--- src/rtl/simple_result_buffer.sv ---
// Writeback-side result FIFO with stop/drain/halt tracking and saturating result/drop counters.
// Optional RESULT_BUF_CYCLE_STAMP_EN adds a per-entry 16-bit push-cycle stamp on rd_stamp_o.
module simple_result_buffer #(
    parameter int unsigned DEPTH  = 8,
    parameter int unsigned DATA_W = 32,
    parameter int unsigned CNT_W  = 16
) (
    input  logic                     clk,
    input  logic                     n_reset,
    input  logic [DATA_W-1:0]        result_i,
    input  logic                     result_valid_i,
    input  logic                     stop_i,
    input  logic                     rd_ready_i,
    output logic [DATA_W-1:0]        rd_data_o,
    output logic                     rd_valid_o,
    output logic [$clog2(DEPTH):0]   level_o,
    output logic                     full_o,
    output logic                     overflow_o,
    output logic [CNT_W-1:0]         result_count_o,
    output logic [CNT_W-1:0]         drop_count_o,
    output logic                     halted_o
`ifdef RESULT_BUF_CYCLE_STAMP_EN
    ,
    output logic [15:0]              rd_stamp_o
`endif
);

    localparam int unsigned AW = $clog2(DEPTH);
    localparam int unsigned LW = AW + 1;
    localparam logic [CNT_W-1:0] CNT_MAX = {CNT_W{1'b1}};

    typedef enum logic [1:0] {
        ST_RUN,
        ST_DRAIN,
        ST_HALTED
    } state_t;

    state_t             r_state;
    logic [DATA_W-1:0]  r_mem [DEPTH];
    logic [AW-1:0]      r_wr_ptr;
    logic [AW-1:0]      r_rd_ptr;
    logic [LW-1:0]      r_level;
    logic               r_overflow;
    logic [CNT_W-1:0]   r_result_count;
    logic [CNT_W-1:0]   r_drop_count;
    logic               r_halted;

    logic w_full;
    logic w_rd_valid;
    logic w_pop;
    logic w_push;
    logic w_drop;

    // A full FIFO still accepts a push when the head is leaving in the same cycle.
    assign w_full     = (r_level == LW'(DEPTH));
    assign w_rd_valid = (r_level != '0);
    assign w_pop      = w_rd_valid && rd_ready_i;
    assign w_push     = result_valid_i && (r_state == ST_RUN) && (!w_full || w_pop);
    assign w_drop     = result_valid_i && (r_state == ST_RUN) && w_full && !w_pop;

    // Storage is not cleared by reset; only the pointers are.
    always_ff @(posedge clk) begin
        if (n_reset && w_push) begin
            r_mem[r_wr_ptr] <= result_i;
        end
    end

    always_ff @(posedge clk) begin
        if (!n_reset) begin
            r_state        <= ST_RUN;
            r_wr_ptr       <= '0;
            r_rd_ptr       <= '0;
            r_level        <= '0;
            r_overflow     <= 1'b0;
            r_result_count <= '0;
            r_drop_count   <= '0;
            r_halted       <= 1'b0;
        end else begin
            if (w_push) begin
                r_wr_ptr <= r_wr_ptr + AW'(1);
            end
            if (w_pop) begin
                r_rd_ptr <= r_rd_ptr + AW'(1);
            end
            if (w_push && !w_pop) begin
                r_level <= r_level + LW'(1);
            end else if (w_pop && !w_push) begin
                r_level <= r_level - LW'(1);
            end

            if (w_push && (r_result_count != CNT_MAX)) begin
                r_result_count <= r_result_count + CNT_W'(1);
            end
            if (w_drop) begin
                r_overflow <= 1'b1;
                if (r_drop_count != CNT_MAX) begin
                    r_drop_count <= r_drop_count + CNT_W'(1);
                end
            end

            case (r_state)
                ST_RUN: begin
                    if (stop_i) begin
                        r_state <= ST_DRAIN;
                    end
                end
                ST_DRAIN: begin
                    if ((r_level == '0) || ((r_level == LW'(1)) && w_pop)) begin
                        r_state  <= ST_HALTED;
                        r_halted <= 1'b1;
                    end
                end
                ST_HALTED: begin
                    r_halted <= 1'b1;
                end
                default: begin
                    r_state <= ST_RUN;
                end
            endcase
        end
    end

`ifdef RESULT_BUF_CYCLE_STAMP_EN
    logic [15:0] r_cycle;
    logic [15:0] r_stamp_mem [DEPTH];

    always_ff @(posedge clk) begin
        if (!n_reset) begin
            r_cycle <= '0;
        end else begin
            r_cycle <= r_cycle + 16'(1);
        end
    end

    always_ff @(posedge clk) begin
        if (n_reset && w_push) begin
            r_stamp_mem[r_wr_ptr] <= r_cycle;
        end
    end

    assign rd_stamp_o = r_stamp_mem[r_rd_ptr];
`endif

    assign rd_data_o      = r_mem[r_rd_ptr];
    assign rd_valid_o     = w_rd_valid;
    assign level_o        = r_level;
    assign full_o         = w_full;
    assign overflow_o     = r_overflow;
    assign result_count_o = r_result_count;
    assign drop_count_o   = r_drop_count;
    assign halted_o       = r_halted;

endmodule
--- config.mk ---
export PLATFORM = sky130hd
export DESIGN_NAME = simple_result_buffer
export DESIGN_NICKNAME = d
export VERILOG_FILES = /design/src/rtl/simple_result_buffer.sv
export SDC_FILE = /design/constraint.sdc
export NUM_CORES = 1
export LEC_CHECK = 0
export CAP_MARGIN = 5
export CORE_ASPECT_RATIO = 1.1
export CORE_MARGIN = 1
export CORE_UTILIZATION = 45
export DETAILED_ROUTE_END_ITERATION = 7
export PLACE_DENSITY_LB_ADDON = 0.08
export SYNTH_ARGS = -nofsm -noshare
export SYNTH_HDL_FRONTEND = slang
export SYNTH_SLANG_ARGS = --single-unit
--- constraint.sdc ---
create_clock -name clk -period 6.55 [get_ports clk]
set_input_delay 0.655 -clock clk [delete_from_list [all_inputs] [get_ports clk]]
set_output_delay 0.655 -clock clk [all_outputs]
set_load 0.005 [all_outputs]
# Word level (Yosys, flattened, before mapping)
# Memories as Yosys holds them, arrays and structs flattened. A register that Yosys moved wholly into a read port is not among the register bits.
# Index checks and enable logic that the tools add are counted.
[classes]
add_sub_neg = 6
multipliers = 0
div_mod_pow = 0
n_lt_le_gt_ge = 0
eq_ne = 8
shifts = 0
mux = 11
bitwise = 1
reduce_logical = 23
[op_table]
columns = ["cell", "n"]
rows = [
  ["adder 16 x 1 -> 16 bit (second input constant)", 2],
  ["inequality test 16 bit (second input constant)", 2],
  ["logical AND 1 bit", 10],
  ["2-to-1 mux 4 bit", 2],
  ["adder 3 x 1 -> 3 bit (second input constant)", 2],
  ["2-to-1 mux 3 bit", 2],
  ["case mux 2 bit (3 select lines)", 1],
  ["adder 4 x 1 -> 4 bit (second input constant)", 1],
  ["equality test 4 x 1 -> 1 bit (second input constant)", 1],
  ["equality test 4 bit (second input constant)", 1],
  ["zero test 4 bit", 1],
  ["2-to-1 mux 2 bit", 2],
  ["inequality test 2 bit (second input constant)", 2],
  ["AND reduction 2 bit", 2],
  ["nonzero test 2 bit", 2],
  ["nonzero test 4 bit", 1],
  ["subtractor 4 x 1 -> 4 bit (second input constant)", 1],
  ["zero test 1 bit", 3],
  ["2-to-1 mux 1 bit", 3],
  ["AND reduction 3 bit", 1],
  ["equality test 2 x 1 -> 1 bit (second input constant)", 1],
  ["equality test 2 bit (second input constant)", 1],
  ["zero test 2 bit", 1],
  ["logical OR 1 bit", 2],
  ["other kinds (2)", 2],
]
[totals]
ff_bits = 46
latch_bits = 0
mem_bits_rw = 256
rom_bits = 0
in_bits = 37
output_inout_bits = 72
wordCells = 58
n_memories = 1
[memory_table]
columns = ["memory", "depth", "word_bits", "read_ports", "rd_clocked_by_memory_dff", "write_ports", "line_no", "rtl"]
rows = [
  ["r_mem", 8, 32, 1, 1, 1, "39", "logic [DATA_W-1:0] r_mem [DEPTH];"],
]

# Longest topological paths before layout
# Gate-level depths: netlist of run 1.
[logic_depth]
depth_word = 8
mapped_depth = 7
depth_no_buf = 7

# Worst setup path before layout of run 1
# No wires, ideal clock.
[synth_path]
path_kind = "input -> register"
from = "input result_valid_i"
to = "memory r_mem[0][0] (enable)"
setup_ps = 501
arrival_ps = 4602
t_required_ps = 6049
path_slack_ps = 1447
path_stages = 4
path_buffers = 1
path_cell_list = "nor3b_2 -> nand2_1 -> clkbuf_1 -> nor4_1"
[synth_via]
elab_chain_len = 5
[synth_lines]
columns = ["element", "line_no", "rtl"]
rows = [
  ["start, declared", "11", "input logic result_valid_i,"],
  ["logical AND 1 bit (2 in series)", "58", "assign w_push = result_valid_i && (r_state == ST_RUN) && (!w_full || w_pop);"],
  ["logical AND 1 bit", "63", "if (n_reset && w_push) begin"],
  ["2-to-1 mux 1 bit", "63", ""],
  ["2-to-1 mux 1 bit (not written as such)", "64", "r_mem[r_wr_ptr] <= result_i;"],
  ["end, declared", "39", ""],
]
# No other way between the ends.

==> results of run 1 <==
-- layout by cell type, fill, tap and decap left out, drive strengths merged, types with 13 or more instances in the layout --
cell type and n:
nand3 15, buf 13, o31ai 19, nor2 17, clkdlybuf4s50 108, dfxtp 49, nor3 15, mux4 64
clkbuf 40, a21oi 32, mux2 32, edfxtp 256, nand2 19, or4 23
-- final timing paths --
path,start,to,slack (ps),cells after the start
setup reg to reg,level_o[1],r_mem[7][17],3310,6
hold / removal,halted_o,halted_o,460,1
hold reg to reg,halted_o,halted_o,460,1
setup / recovery,flip-flop,rd_data_o[4],2590,4
-- state kept, by name, summed over array words and instances, names as in the netlist, named ones only --
name	flops
r_mem	256
drop_count_o	16
result_count_o	16
level_o	4
r_rd_ptr	3
r_wr_ptr	3
r_state	2
halted_o	1
overflow_o	1
-- stage by stage --
step           hold WS (ps)  total power, mW
6_report                462             4.88
5_1_grt                 490             5.09
2_1_floorplan           451             2.84
3_5_place_dp            446             3.21
4_1_cts                 467             4.95
3_3_place_gp            443             3.19
-- layout make-up --
class / instances / area (µm²)
Tap cell: 352 / 440
Sequential cell: 305 / 8670
Multi-Input combinational cell: 322 / 3280
Clock buffer: 40 / 893
Antenna cell: 1 / 2.50
Inverter: 11 / 41.3
Timing Repair Buffer: 121 / 1180
Fill cell: 2090 / 11600
Clock inverter: 16 / 134
-- logic make-up (layout without fill, tap and decap cells) --
group,after synthesis,in the layout,synth area share [%]
adder cells (fa/ha/maj),7,7,0.726
AO/OA/AOI/OAI,73,73,3.76
buffers and inverters,45,188,1.43
AND/OR/NAND/NOR,140,140,6.89
other,0,1,0
multiplexers,98,98,15.1
flip-flops,305,305,71.8
XOR/XNOR,4,4,0.290
-- worst register-to-register path: cells and delay by family (launching register included) --
family	cells	cell delay [ps]
adder cells (fa/ha/maj)	1	310
buffers and inverters	1	130
flip-flops	1	440
AND/OR/NAND/NOR	4	1960
-- power by group through the flow --
stage	sequential (mW)	combinational [mW]	clock, mW
6_report	2.29	0.859	1.73
5_1_grt	2.31	0.937	1.84
4_1_cts	2.30	0.880	1.77
3_5_place_dp	2.34	0.877	0
3_3_place_gp	2.33	0.862	0
2_1_floorplan	2.25	0.590	0
-- metal layers --
| layer | wire length, µm | vias up |
|---|---|---|
| met4 | 541 | 0 |
| met2 | 12300 | 180 |
| met3 | 1200 | 39 |
| met5 | 0 | - |
| met1 | 10000 | 3359 |
| li1 | - | 3011 |
==> results_dict.tcl, run 1 <==
set metrics [dict create \
    status "complete, no violations" \
    clockRootBuffer "clkbuf_16" \
    leakagePower_nw 4.51 \
    vias 6589 \
    worstPathRequired_ps 5890 \
    grt_pass1_vias 6907 \
    grt_util_met3_pct 3.10 \
    cts.sinks 305 \
    pwr-share-seq_pct 47.0 \
    start_kind "flip-flop" \
    ir_drop_v 0.000154 \
    p_per_area_nw_per_um2 333 \
    p_switching_mw 1.13 \
    ys.flop_type "edfxtp_1" \
    avgRoutedWirePerCell_um 20.6 \
    switching_share_pct 23.2 \
    grt_usage_pct 17.9 \
    gr-total-overflow 0 \
    grt_max_degree 65 \
    cap_violations 0 \
    pre_cts_slack_ps 2760 \
    portBuffers 108 \
    synth_area_leaders "edfxtp_1 (64%), mux4_2 (12%), dfxtp_1 (8.1%)" \
    critical_path.max_fanout 41 \
    clockPowerShare_pct 35.4 \
    cts-buffers-inserted 30 \
    fin_util_pct 55.9 \
    hold_path.class "flip-flop to flip-flop" \
    vias_per_cell 5.64 \
    globalRoute.busiestLayer "met2" \
    worst_slew_pin_slew_ps 1140 \
    antenna_found_initial 1 \
    antenna_left 0 \
    synth.most_common_cell "edfxtp_1" \
    ys_seq_area_share_pct 71.8 \
    timing.final.ws_setup_ps 2590 \
    postSynthAreaPerCell_um2 18.0 \
    clkTransAtPathRegs_ps 60 \
    grt.met1_usage_pct 23.4 \
    clk_latency_ps 540 \
    rsz0062_at_grt "false" \
    globalplace.congestion 0.785 \
    critPathKind "flip-flop to primary output" \
    cts_tree "yes" \
    finalSetupTns_ps 0 \
    setup_viol 0 \
    synth-seq-cells 305 \
    synth_top_area_share_pct 63.7 \
    synthTopCellsByCount "edfxtp_1 (256), mux4_2 (64), dfxtp_1 (49)" \
    placed_cells 1111 \
    finalHoldViolCount 0 \
    critPathBufInv 2 \
    cts_hold_buf 0 \
    max_freq_mhz 252 \
    die_area_um2 27500 \
    final_cells 1168 \
    p_comb_share_pct 17.6 \
    drt_iter0_markers 409 \
    drtPass1Iterations 4 \
    cts_max_level 1 \
    arrival_ps 3310 \
    start_util_pct 46.0 \
    core_area_um2 26200 \
    syn_inst 672 \
    fin_crit_ps 3960 \
    synth_cell_types 49 \
    drc 0 \
    place_area_um2 13600 \
    num_rows 62 \
    wirelength_um 24100 \
    grt_pass1_wl_um 37700 \
    end_kind "primary output" \
    slew_viol_final 0 \
    crit_path_max_incr_delay_ps 890 \
    netlist_area_um2 12100 \
    synth_top_area_cell "edfxtp_1" \
    yosys_warnings 0 \
    max_slew_margin_pct 23.7 \
    areaGrowthSynthToFinish_pct 21.4 \
    fin_area_um2 14600 \
    post_cts_resized 0 \
    ios 109 \
    met2_usage_pct 30.7 \
    die_h_um 174 \
    critPathTopFamily "buffers and inverters" \
    nets 835 \
    post_cts_buffers 0 \
    hpwlAfterDp_um 13900 \
    layout-drive-gt1-share_pct 21.3 \
    synthArstFlopShare_pct 0 \
    cp_cell_sequence "buf_4 -> mux4_2 -> mux2_2 -> clkdlybuf4s50_1" \
    synth_edf_count 256 \
    syn_nets 716 \
    cts_buffer_depth 3 \
    fin_skew_ps 7.94 \
    die_x_um 158 \
    cp_slowest_cell "dfxtp_4" \
    intPower_mw 3.74 \
    period_share_pct 60.5 \
]
(Power assumes the default switching activity.)
==> inputs of run 2 (changes only) <==
==> constraint.sdc (replaced) <==
create_clock -name clk -period 4.05 [get_ports clk]
set_input_delay 0.405 -clock clk [delete_from_list [all_inputs] [get_ports clk]]
set_output_delay 0.405 -clock clk [all_outputs]
set_load 0.005 [all_outputs]
==> run 2 against run 1 <==
Critical path depth stayed put. Sequential power is 60% higher. Register-to-register slack worse by 2200 ps.
==> results_dict.tcl, run 2 (same netlist as run 1, synthesis figures left out) <==
set metrics [dict create \
    worst_slew_pin_slew_ps 1000 \
    drtPass1Iterations 4 \
    cts.sinks 305 \
    clkTransAtPathRegs_ps 60 \
    setup_viol 0 \
    arrival_ps 2830 \
    max_freq_mhz 310 \
    vias 6548 \
    timing.final.ws_setup_ps 820 \
    pre_cts_slack_ps 824 \
    cap_violations 0 \
    fillers 2116 \
    wirelength_um 24400 \
    grt_pass1_vias 6986 \
    placed_cells 1118 \
    vias_per_cell 5.56 \
    r2r-start "level_o[0]" \
    drt_iter0_markers 430 \
    drc 0 \
    worstPathRequired_ps 3640 \
    grt_usage_pct 18.3 \
    hpwlAfterDp_um 14800 \
    end_kind "primary output" \
    rsz0062_at_grt "false" \
    grt_max_degree 46 \
    portBuffers 108 \
    fin_crit_ps 3230 \
    cts_tree "yes" \
    grt_pass1_wl_um 38400 \
    areaGrowthSynthToFinish_pct 22.6 \
    num_rows 62 \
    period_share_pct 79.8 \
    post_cts_buffers 0 \
    die_x_um 158 \
    fin_util_pct 56.4 \
    hold_start "stop_i" \
    post_cts_resized 0 \
    status "complete, no violations" \
    final_cell_mix "edfxtp_1 (256), clkdlybuf4s50_1 (108), mux4_2 (64)" \
    start_util_pct 46.0 \
    layout-drive-gt1-share_pct 22.0 \
    start_kind "flip-flop" \
    cts_buffer_depth 3 \
    finalHoldViolCount 0 \
    avgRoutedWirePerCell_um 20.8 \
    cts_hold_buf 0 \
    regToRegSetupSlack_ps 1100 \
    ir_drop_v 0.000310 \
    globalplace.congestion 0.798 \
    p_per_area_nw_per_um2 547 \
    final_cells 1177 \
    total_power_mw 8.09 \
    leakagePower_nw 4.57 \
    holdPathEnd "r_state[0]" \
    layout_commonest_cell "edfxtp_1" \
    die_area_um2 27500 \
    r2r_cells 7 \
    max_slew_margin_pct 33.2 \
    whs_path_depth 3 \
    clockRootBuffer "clkbuf_16" \
    die_h_um 174 \
    critPathKind "flip-flop to primary output" \
    cts_max_level 1 \
    ios 109 \
    hold_path.class "input port to flip-flop" \
    gr-total-overflow 0 \
    fin_skew_ps 12.3 \
    cts-buffers-inserted 31 \
    antenna_found_initial 1 \
    slew_viol_final 0 \
    critical_path.max_fanout 18 \
    largest_register_ffs 256 \
    r2r_end "r_mem[7][12]" \
    finalSetupTns_ps 0 \
    top_register "r_mem" \
    antenna_left 0 \
    nets 843 \
    core_area_um2 26200 \
    clk_latency_ps 550 \
]
==> run 2: cell type report <==
class,instances,area [µm²],area share (%)
sequential,305,8670,58.6
inverter,11,41.3,0.279
timing repair buffer,128,1280,8.66
clock buffer,34,787,5.32
tap,352,440,2.98
clock inverter,24,284,1.92
antenna,1,2.50,0.0169
multi-input combinational,322,3280,22.2
==> run 2: worst max-delay path by stage <==
stage / slack [ps] / start / end
detailed placement: 820 / rd_ready_i / r_mem[7][11]
global route: 640 / flip-flop / rd_data_o[0]
CTS: 730 / flip-flop / rd_data_o[0]
floorplan: -890 / level_o[0] / r_mem[0][0]
finish: 820 / flip-flop / rd_data_o[0]
global placement: 900 / rd_ready_i / r_mem[7][5]
==> run 2: critical path, stage by stage (launching register included) <==
cell and delay [ps]:
dfxtp_4 600, buf_4 350, mux4_2 540, mux2_2 280, clkdlybuf4s50_1 500
==> run 2: routing by layer <==
metal | routed length, µm | GRT usage (%) | vias to the layer above
met5 | 0 | 0 | -
met4 | 472 | 4.93 | 0
met2 | 12300 | 30.7 | 146
met1 | 10600 | 24.2 | 3346
met3 | 1080 | 3.38 | 34
li1 | - | - | 3022
==> run 2: metrics by stage <==
step	hold slack [ps]	cell area [µm²]
global placement	436	13700
finish	467	14800
floorplan	451	12100
CTS	438	14800
detailed placement	457	13700
global route	479	14800
==> run 2: power by group <==
group	switching, mW	internal, mW
logic	0.594	0.887
clock network	1.16	1.79
registers	0.137	3.53
total	1.89	6.20
==> inputs of run 3 (changes only) <==
==> constraint.sdc (replaced) <==
create_clock -name clk -period 2.75 [get_ports clk]
set_input_delay 0.275 -clock clk [delete_from_list [all_inputs] [get_ports clk]]
set_output_delay 0.275 -clock clk [all_outputs]
set_load 0.005 [all_outputs]
==> run 3 against run 2 <==
Utilization up 1.6 points. Global-route usage up 1.0 points. Critical path depth unchanged. Largest cell class unchanged.
==> results_dict.tcl, run 3 (same netlist as run 1, synthesis figures left out) <==
set metrics [dict create \
    status "complete, no violations" \
    total_power_mw 11.9 \
    max_freq_mhz 374 \
    worstPathRequired_ps 2480 \
    end_kind "primary output" \
    setup_viol 0 \
    avgRoutedWirePerCell_um 21.3 \
    final_cell_mix "edfxtp_1 (256), clkdlybuf4s50_1 (77), mux4_2 (64)" \
    p_per_area_nw_per_um2 783 \
    grt_pass1_vias 7200 \
    critical_path.max_fanout 6 \
    critPathKind "flip-flop to primary output" \
    clk_latency_ps 550 \
    cap_violations 0 \
    wirelength_um 25800 \
    grt_pass1_wl_um 40200 \
    finalHoldViolCount 0 \
    hpwlAfterDp_um 15900 \
    antenna_found_initial 1 \
    fin_crit_ps 2680 \
    timing.final.ws_setup_ps 72.9 \
    multi_input_area_um2 3340 \
    finalSetupTns_ps 0 \
    hold_path.class "input port to flip-flop" \
    cts-buffers-inserted 30 \
    placed_cells 1134 \
    core_area_um2 26200 \
    drc 0 \
    regToRegSetupSlack_ps 270 \
    ios 109 \
    cp_slowest_cell "mux4_2" \
    layout-drive-gt1-share_pct 24.7 \
    cp_cell_sequence "buf_12 -> mux4_2 -> mux2_2 -> clkdlybuf4s50_1" \
    start_kind "flip-flop" \
    r2r-start "level_o[1]" \
    start_util_pct 46.0 \
    ir_drop_v 0.000437 \
    die_x_um 158 \
    arrival_ps 2400 \
    cts_max_level 1 \
    place_area_um2 14000 \
    r2r_end "result_count_o[12]" \
    hold_start "stop_i" \
    seq_area_um2 8680 \
    pre_cts_slack_ps 86.9 \
    fillers 2038 \
    holdPathEnd "r_state[0]" \
    cts_buffer_depth 3 \
    layout_commonest_cell "edfxtp_1" \
    crit_path_max_incr_delay_ps 500 \
    cts_hold_buf 0 \
    drt_iter0_markers 305 \
    clkTransAtPathRegs_ps 60 \
    clockRootBuffer "clkbuf_16" \
    gr-total-overflow 0 \
    largest_register_ffs 256 \
    r2r_cells 6 \
    die_h_um 174 \
    nets 877 \
    die_area_um2 27500 \
    num_rows 62 \
    max_slew_margin_pct 62.3 \
    top_register "r_mem" \
    rsz0062_at_grt "false" \
    fin_skew_ps 16.3 \
    grt_max_degree 32 \
    portBuffers 108 \
    cts_tree "yes" \
    slew_viol_final 0 \
    drtPass1Iterations 4 \
    areaGrowthSynthToFinish_pct 26.0 \
    fin_area_um2 15200 \
    worst_slew_pin_slew_ps 562 \
    period_share_pct 97.3 \
    globalplace.congestion 0.794 \
    vias_per_cell 5.64 \
    vias 6820 \
    grt_usage_pct 19.3 \
    leakagePower_nw 4.85 \
    cts.sinks 305 \
    final_cells 1210 \
    antenna_left 0 \
    whs_path_depth 3 \
]
[run 3: changes by cell type in the layout (fill, tap and decap cells not counted), moves of 3 or more]
cell             before  now
clkdlybuf4s50_1     108   77
dlygate4sd2_1         0   23
buf_4                16   36
buf_12                4   13
clkbuf_1              3   12
clkbuf_8              0    7
dlymetal6s2s_1        0    7
clkinv_2              8    2
bufinv_16             6    1
buf_16                0    4
nor3_2                4    0
nor3_4                0    4
clkinv_1              5    2
[run 3: area by class of cell]
class	instances	share of cell area (%)
Inverter	11	0.271
Sequential cell	305	57.0
Antenna cell	1	0.0164
Timing Repair Buffer	163	11.5
Tap cell	352	2.89
Clock inverter	7	0.493
Multi-Input combinational cell	322	21.9
Clock buffer	49	5.86
[run 3: worst max path at each step]
stage	slack (ps)	endpoint	start	cells after the start
2_1_floorplan	-170	r_mem[1][0]	level_o[1]	6
3_3_place_gp	130	r_mem[4][4]	result_valid_i	7
3_5_place_dp	90	r_mem[4][8]	result_valid_i	7
5_1_grt	5	rd_data_o[25]	flip-flop	4
4_1_cts	-60	rd_data_o[25]	flip-flop	4
6_report	70	rd_data_o[25]	flip-flop	4
[run 3: report_power, final]
group | internal [mW] | total (mW) | switching [mW]
Clock | 2.30 | 3.92 | 1.62
Sequential | 5.20 | 5.36 | 0.166
Combinational | 1.58 | 2.63 | 1.06
[run 3: stage by stage]
step | utilization, % | hold WS (ps)
final | 58.0 | 333
after global routing | 58.0 | 329
after CTS | 57.4 | 317
after detailed placement | 53.2 | 443
after global placement | 53.2 | 449
after floorplan | - | 374
[run 3: routing by layer]
layer  routed length [µm]  GRT usage, %
met1                10100          23.3
met2                14300          35.4
met3                 1080          3.57
met4                  345          4.25
met5                    0             0
[run 3: timing repair]
action	in CTS	in global routing
resized for setup	33	10
setup buffers	4	11
setup endpoints to repair	32	10
cloned	3	1
[run 3: critical path: cells and delay by family, from the launching register on]
kind     cells  cell delay, ps
buf+inv      2             610
flops        1             460
mux          2             800
